===== config.mk =====
export PLATFORM = sky130hd
export DESIGN_NAME = result_streamer
export DESIGN_NICKNAME = d
export VERILOG_FILES = /design/src/rtl/result_streamer.sv
export SDC_FILE = /design/constraint.sdc
export NUM_CORES = 1
export LEC_CHECK = 0
export CAP_MARGIN = 5
export CORE_MARGIN = 4
export CORE_UTILIZATION = 45
export CTS_BUF_LIST = sky130_fd_sc_hd__clkbuf_4 sky130_fd_sc_hd__clkbuf_8 sky130_fd_sc_hd__clkbuf_16
export DETAILED_ROUTE_END_ITERATION = 16
export GPL_TIMING_DRIVEN = 1
export PLACE_DENSITY = 0.81
export SKIP_CTS_REPAIR_TIMING = 1
export SLEW_MARGIN = 20
export SYNTH_ARGS = -nofsm -noshare
export SYNTH_HDL_FRONTEND = slang
export SYNTH_SLANG_ARGS = --single-unit

===== constraint.sdc =====
create_clock -name Clk -period 2.02 [get_ports Clk]
set_input_delay 0.303 -clock Clk [delete_from_list [all_inputs] [get_ports Clk]]
set_output_delay 0.303 -clock Clk [all_outputs]
set_load 0.03 [all_outputs]

===== src/rtl/result_streamer.sv =====
`default_nettype none
// ============================================================================
//  Module   : result_streamer
//  Purpose  : Captures a finished result matrix and streams it out one element
//             per valid/ready transfer in row-major order.
//  Revision : 1.0  initial release
// ============================================================================
module result_streamer #(
    parameter int ELEM_W = 15,
    parameter int ROWS   = 5,
    parameter int COLS   = 3
) (
    input  logic                          Clk,
    input  logic                          Rst_n,
    input  logic [ROWS*COLS*ELEM_W-1:0]   MatrixResult,
    input  logic                          Finished,
    input  logic                          OutReady,
    output logic [ELEM_W-1:0]             OutData,
    output logic [2:0]                    OutRow,
    output logic [1:0]                    OutCol,
    output logic                          OutValid,
    output logic                          OutLast,
    output logic                          Busy,
    output logic                          Done,
    output logic                          Overrun
);

    localparam int c_N     = ROWS * COLS;
    localparam int c_IDX_W = (c_N > 1) ? $clog2(c_N) : 1;

    typedef enum logic [0:0] {
        ST_IDLE   = 1'b0,
        ST_STREAM = 1'b1
    } state_t;

    state_t              r_state;
    state_t              w_state_nxt;

    logic                r_fin_q;
    logic [ELEM_W-1:0]   w_elems [c_N];
    logic [ELEM_W-1:0]   r_buf   [c_N];
    logic [c_IDX_W-1:0]  r_idx;
    logic [2:0]          r_row;
    logic [1:0]          r_col;
    logic                r_done;
    logic                r_overrun;

    logic                w_rise;
    logic                w_stream;
    logic                w_xfer;
    logic                w_last;
    logic                w_capture;

    // Element 0 ([0][0]) sits in the most significant slice of the input.
    for (genvar gi = 0; gi < c_N; gi++) begin : g_unpack
        assign w_elems[gi] = MatrixResult[(c_N-1-gi)*ELEM_W +: ELEM_W];
    end

    assign w_rise   = Finished & ~r_fin_q;
    assign w_stream = (r_state == ST_STREAM);
    assign w_xfer   = w_stream & OutReady;
    assign w_last   = (r_idx == c_IDX_W'(c_N-1));

    always_ff @(posedge Clk or negedge Rst_n) begin
        if (!Rst_n) begin
            r_state <= ST_IDLE;
        end else begin
            r_state <= w_state_nxt;
        end
    end

    always_comb begin
        w_state_nxt = r_state;
        w_capture   = 1'b0;
        case (r_state)
            ST_IDLE: begin
                if (w_rise) begin
                    w_state_nxt = ST_STREAM;
                    w_capture   = 1'b1;
                end
            end
            ST_STREAM: begin
                if (w_xfer && w_last) begin
                    w_state_nxt = ST_IDLE;
                end
            end
            default: w_state_nxt = ST_IDLE;
        endcase
    end

    always_ff @(posedge Clk or negedge Rst_n) begin
        if (!Rst_n) begin
            r_fin_q   <= 1'b0;
            r_idx     <= '0;
            r_row     <= 3'd0;
            r_col     <= 2'd0;
            r_done    <= 1'b0;
            r_overrun <= 1'b0;
            for (int i = 0; i < c_N; i++) begin
                r_buf[i] <= '0;
            end
        end else begin
            r_fin_q <= Finished;
            r_done  <= w_xfer & w_last;
            // An edge on the final-transfer cycle still sees STREAM and is dropped.
            if (w_rise && w_stream) begin
                r_overrun <= 1'b1;
            end
            if (w_capture) begin
                for (int i = 0; i < c_N; i++) begin
                    r_buf[i] <= w_elems[i];
                end
                r_idx <= '0;
                r_row <= 3'd0;
                r_col <= 2'd0;
            end else if (w_xfer) begin
                if (w_last) begin
                    r_idx <= '0;
                    r_row <= 3'd0;
                    r_col <= 2'd0;
                end else begin
                    r_idx <= r_idx + c_IDX_W'(1);
                    if (r_col == 2'(COLS-1)) begin
                        r_col <= 2'd0;
                        r_row <= r_row + 3'd1;
                    end else begin
                        r_col <= r_col + 2'd1;
                    end
                end
            end
        end
    end

    assign OutValid = w_stream;
    assign Busy     = w_stream;
    assign OutLast  = w_stream & w_last;
    assign OutData  = w_stream ? r_buf[r_idx] : '0;
    assign OutRow   = w_stream ? r_row : 3'd0;
    assign OutCol   = w_stream ? r_col : 2'd0;
    assign Done     = r_done;
    assign Overrun  = r_overrun;

endmodule
`default_nettype wire

==> results.ini, run 1 <==
[status]
status=finished, violations left
violations=negative setup slack

[yosys]
syn_nets=1460
syn_area_per_cell_sq_um=8.93
synth_top_family_by_area=simple AND/OR/NAND/NOR gates
synthDistinctLibCells=33
ys_async_sr_fraction_pct=100
synth_mux_area_share_pct=10.4
synthCells=1228
synthAdderAreaFrac_pct=0.342
synth-xor-area-share_pct=0
synth_ff_type=dfrtp_1
synth_edf_count=0
yosys_warnings=0
ys_ff_latch=238
synth_area_sq_um=11000
synth-compound-area-share_pct=3.99
synth-simple-area-share_pct=27.3
seq_area_frac_synth_pct=54.3

[layout]
nets=1734
syn_to_final_growth_pct=40.5
fillers=1797
drive_above_1_share_pct=12.6
final_cell_mix=713 x nand2_1, 236 x dfrtp_1, 229 x clkdlybuf4s50_1
final_common_cell=nand2_1

[sta]
post-route-min-period_ns=2.67
hold_viol_final=0
period_share_pct=132
slew_violations=0
max_freq_mhz=375
setup_viol=16
fin_ws_ns=-0.650
relSlewSlack_pct=55.6
fin_skew_ns=0.00922
worst_slew_pin_slew_ns=0.665
rsz0062_at_grt=true
tns_ns=-9.15

[worst_setup_path]
worstSetupEndpointType=output pin
slowest_stage=dfrtp_4
arrival_ns=2.37
crit_buf_inv=3
startpoint_type=flop
critPathRequiredTime_ns=1.72
path_class=reg -> out
crit_family=flip-flops
cpPeakStageDelay_ns=0.53
path_cells=buf_12 > buf_6 > mux2i_1 > nand2_1 > a32oi_1 > o221ai_2 > buf_4
cp_max_fo=11

[cts]
clk_latency_ns=0.51
cts_tree=yes
htree_levels=1
cts_buffers=25
cts_sinks=238
path_clk_slew_ns=0.06
clock_path_buffers=3
cts_root_buffer=clkbuf_16

[pwr]
powerDensity_nw_per_um2=1610
ir_worst_vdd_v=0.000764
leakagePower_uw=0.00759

[placed_design]
dp_hpwl_microns=25700
gp_congestion=0.886
pre_cts_slack_ns=-0.104
port_buffers=253

[drt]
viasPerCell=5.36
finalWirelength_microns=36100
drtPass1Iterations=5
drc=0
vias=9875
drt_first_iter_violations=990
wl_per_cell_microns=19.6
drtAntennaViolNets=0

[global_route]
antenna_found_initial=3
grt.total_usage_pct=25.6
grt_pass1_vias=9909
grt_pass1_wl_microns=53600
grt_overflow_total=0
grt_start_max_net_pins=110

[die]
initial_core_util_pct=46.2
die_y_microns=164
die_x_microns=164
io-pin-count=254
dieArea_sq_um=26900
rows=56
core_area_sq_um=23800

[job]
cap_violations=0

[worst_hold_path]
holdCritPathClass=in -> reg

metrics by stage:
step | instances | util, % | instance area [sq um] | hold WS, ns | power (uW)
final | 1841 | 64.9 | 15400 | 0.312 | 24900
after global routing | 1840 | 64.9 | 15400 | 0.316 | 26100
after CTS | 1826 | 63.2 | 15000 | -0.259 | 23700
after detailed placement | 1781 | 59.5 | 14100 | 0.283 | 18700
after global placement | 1781 | 59.5 | 14100 | 0.279 | 18400
after floorplan | 1228 | - | 11000 | 0.00741 | 14300
registers in the layout, summed over array words and instances (netlist names):
signal,cells
Busy,1
r_row,3
r_buf,225
r_fin_q,1
Overrun,1
r_col,2
r_idx,4
Done,1
final timing paths:
path,start,endpoint,slack [ns],depth (start not counted)
setup reg to reg,Busy,r_buf[46],0.23,6
max in group asynchronous,Rst_n,r_buf[61],1.01,3
min in group asynchronous,Rst_n,r_buf[179],0.34,2
setup / recovery,r_idx[1],OutData[7],-0.65,7
hold reg to reg,Overrun,Overrun,0.46,1
hold / removal,MatrixResult[40],r_buf[40],0.31,3
tightest hold or removal path: cells and delay by family:
kind | cells | cell delay, ns
buffers and inverters | 1 | 0.39
AND/OR/NAND/NOR | 2 | 0.10
where the power goes:
group          internal (uW)  switching, uW
clock                   2940           1870
combinational           5240           6360
sequential              6940           1500
cells in the mapped netlist (2+ instances only):
cell | instances | area [sq um]
and2_1 | 7 | 43.8
ha_1 | 3 | 37.5
nand3_1 | 3 | 15.0
a32oi_1 | 15 | 131
dfrtp_1 | 238 | 5960
o21ai_0 | 4 | 20.0
mux2i_1 | 46 | 460
nor2b_1 | 3 | 18.8
a21oi_1 | 17 | 85.1
nand4_1 | 15 | 93.8
nor3b_1 | 3 | 22.5
a21o_1 | 3 | 22.5
o21ai_1 | 3 | 15.0
buf_12 | 2 | 40.0
clkbuf_1 | 22 | 82.6
o31ai_1 | 2 | 15.0
o221ai_1 | 15 | 131
buf_4 | 3 | 22.5
nand2_1 | 716 | 2690
nor2_1 | 18 | 67.6
mux4_2 | 30 | 676
buf_2 | 38 | 190
buf_6 | 2 | 22.5
nor2_4 | 2 | 22.5
buf_1 | 10 | 37.5
final cells by class:
cell class,count,area [sq um],area share (%)
Clock buffer,39,793,5.15
Timing Repair Buffer,325,3410,22.1
Tap cell,319,399,2.59
Inverter,1,3.75,0.0244
Sequential cell,238,5960,38.7
Multi-Input combinational cell,911,4750,30.9
Antenna cell,2,5.00,0.0325
Clock inverter,6,85.1,0.552
cell families after synthesis:
kind of cell	Yosys count
multiplexers	76
AO/OA/AOI/OAI	61
AND/OR/NAND/NOR	771
buffers and inverters	79
adder cells (fa/ha/maj)	3
flip-flops	238
per-layer routing:
metal  global-route usage, %  routed length [microns]  part of all wire [%]  vias up
li1                        -                        -                     -     4513
met1                    34.3                    14100                    39     4776
met2                    40.1                    17000                    47      480
met4                    11.1                     1610                   4.5        4
met3                    6.05                     3330                   9.2      102
met5                       0                       34                 0.094        -
No activity file was read; power rests on OpenSTA's default activity.
==> run 2: changes to the inputs <==
--- a/config.mk
+++ b/config.mk
@@ -9,6 +9,7 @@
 export CORE_MARGIN = 4
 export CORE_UTILIZATION = 45
 export CTS_BUF_LIST = sky130_fd_sc_hd__clkbuf_4 sky130_fd_sc_hd__clkbuf_8 sky130_fd_sc_hd__clkbuf_16
+export CTS_CLUSTER_DIAMETER = 50
 export DETAILED_ROUTE_END_ITERATION = 16
 export GPL_TIMING_DRIVEN = 1
 export PLACE_DENSITY = 0.81
==> results.ini, run 2 (same netlist as run 1, synthesis figures left out) <==
[worst_setup_path]
path_cells=buf_4 > buf_6 > buf_6 > mux4_2 > a32oi_2 > o221ai_2 > buf_6
startpoint_type=flop
cp_max_fo=5
critPathRequiredTime_ns=1.72
slowest_stage=dfrtp_4
arrival_ns=2.38
worstSetupEndpointType=output pin
crit_buf_inv=4
r2r_setup_slack_ns=0.24
crit_family=buffers and inverters
cp_common_cell=buf_6
path_class=reg -> out
cpPeakStageDelay_ns=0.48

[cts]
cts_sinks=238
clk_latency_ns=0.55
htree_levels=1
cts_root_buffer=clkbuf_16
cts_tree=yes
cts_buffers=29
clock_path_buffers=3
path_clk_slew_ns=0.06

[placed_design]
gp_congestion=0.886
placed_area_sq_um=14100
port_buffers=253
dp_hpwl_microns=25700
dp_cells=1781

[layout]
final_cell_mix=713 x nand2_1, 236 x dfrtp_1, 229 x clkdlybuf4s50_1
fin_cells=1850
reg_top3=r_buf: 225 flops, r_idx: 4 flops, r_row: 3 flops
largest_reg_flops=225
syn_to_final_growth_pct=41.9
nets=1740
final_common_cell=nand2_1
regMostFlops=r_buf
stdcell_area_sq_um=15600
fillers=1775
drive_above_1_share_pct=13.5

[status]
status=finished, violations left
violations=negative setup slack

[worst_hold_path]
holdCritPathClass=in -> reg

[global_route]
grt_start_max_net_pins=110
antenna_found_initial=4
grt.total_usage_pct=25.5
grt_pass1_vias=9956
grt_overflow_total=0
grt_pass1_wl_microns=53600

[sta]
period_share_pct=133
fin_skew_ns=0.00961
relSlewSlack_pct=57.4
worst_slew_pin_slew_ns=0.639
fin_ws_ns=-0.662
post-route-min-period_ns=2.68
rsz0062_at_grt=true
hold_viol_final=0
max_freq_mhz=373
setup_viol=16
slew_violations=0

[die]
io-pin-count=254
die_y_microns=164
die_x_microns=164
initial_core_util_pct=46.2
core_area_sq_um=23800
dieArea_sq_um=26900
rows=56

[pwr]
powerDensity_nw_per_um2=1630
ir_worst_vdd_v=0.000731
leakagePower_uw=0.00764

[drt]
viasPerCell=5.38
drtAntennaViolNets=0
wl_per_cell_microns=19.5
finalWirelength_microns=36000
vias=9946
drt_first_iter_violations=1003
drtPass1Iterations=5
drc=0

[job]
cap_violations=0

-- run 2: cell type report --
| cell class | count | area (sq um) | share of cell area [%] |
|---|---|---|---|
| Tap cell | 319 | 399 | 2.56 |
| Multi-Input combinational cell | 911 | 4800 | 30.9 |
| Clock inverter | 16 | 161 | 1.04 |
| Sequential cell | 238 | 5960 | 38.3 |
| Timing Repair Buffer | 327 | 3420 | 22.0 |
| Clock buffer | 36 | 810 | 5.20 |
| Antenna cell | 2 | 5.00 | 0.0322 |
| Inverter | 1 | 3.75 | 0.0241 |
-- run 2: metal layers --
layer	part of all wire (%)	GRT usage, %	up-vias
met5	0.094	0	-
met1	40	34.5	4814
met4	4.1	10.7	4
met2	47	39.6	500
li1	-	-	4532
met3	9.2	6.20	96
-- run 2: where the power goes --
| part | internal [uW] | total [uW] | switching [uW] |
|---|---|---|---|
| registers | 6940 | 8450 | 1520 |
| logic | 5330 | 11700 | 6400 |
| clock network | 3110 | 5220 | 2110 |
| total | 15400 | 25400 | 10000 |
-- run 2: path summary, 6_finish.rpt --
kind                               end  cells after the start        startpoint
setup / recovery           OutData[14]                      7          r_idx[0]
hold / removal               r_buf[40]                      3  MatrixResult[40]
setup reg to reg              r_idx[2]                      7          r_idx[0]
hold reg to reg                Overrun                      1           Overrun
max in group asynchronous    r_buf[96]                      3             Rst_n
min in group asynchronous   r_buf[179]                      2             Rst_n
-- run 2: worst reg2reg max path, delay by kind of cell (launching register included) --
family	cells	cell delay, ns
AO/OA/AOI/OAI	1	0.13
adder cells (fa/ha/maj)	1	0.21
buffers and inverters	2	0.24
flip-flops	1	0.42
AND/OR/NAND/NOR	3	0.72
-- run 2: through the flow --
step	TNS, ns	hold slack [ns]	setup WS [ns]	power, uW	utilization (%)
after floorplan	-1.15	0.00741	-0.0988	14300	-
after detailed placement	-0.829	0.283	-0.104	18700	59.5
after global routing	-10.04	0.279	-0.701	26700	65.5
final	-9.41	0.280	-0.662	25400	65.5
after CTS	-11.71	-0.287	-0.698	24100	63.6
after global placement	-0.644	0.279	-0.0987	18400	59.5
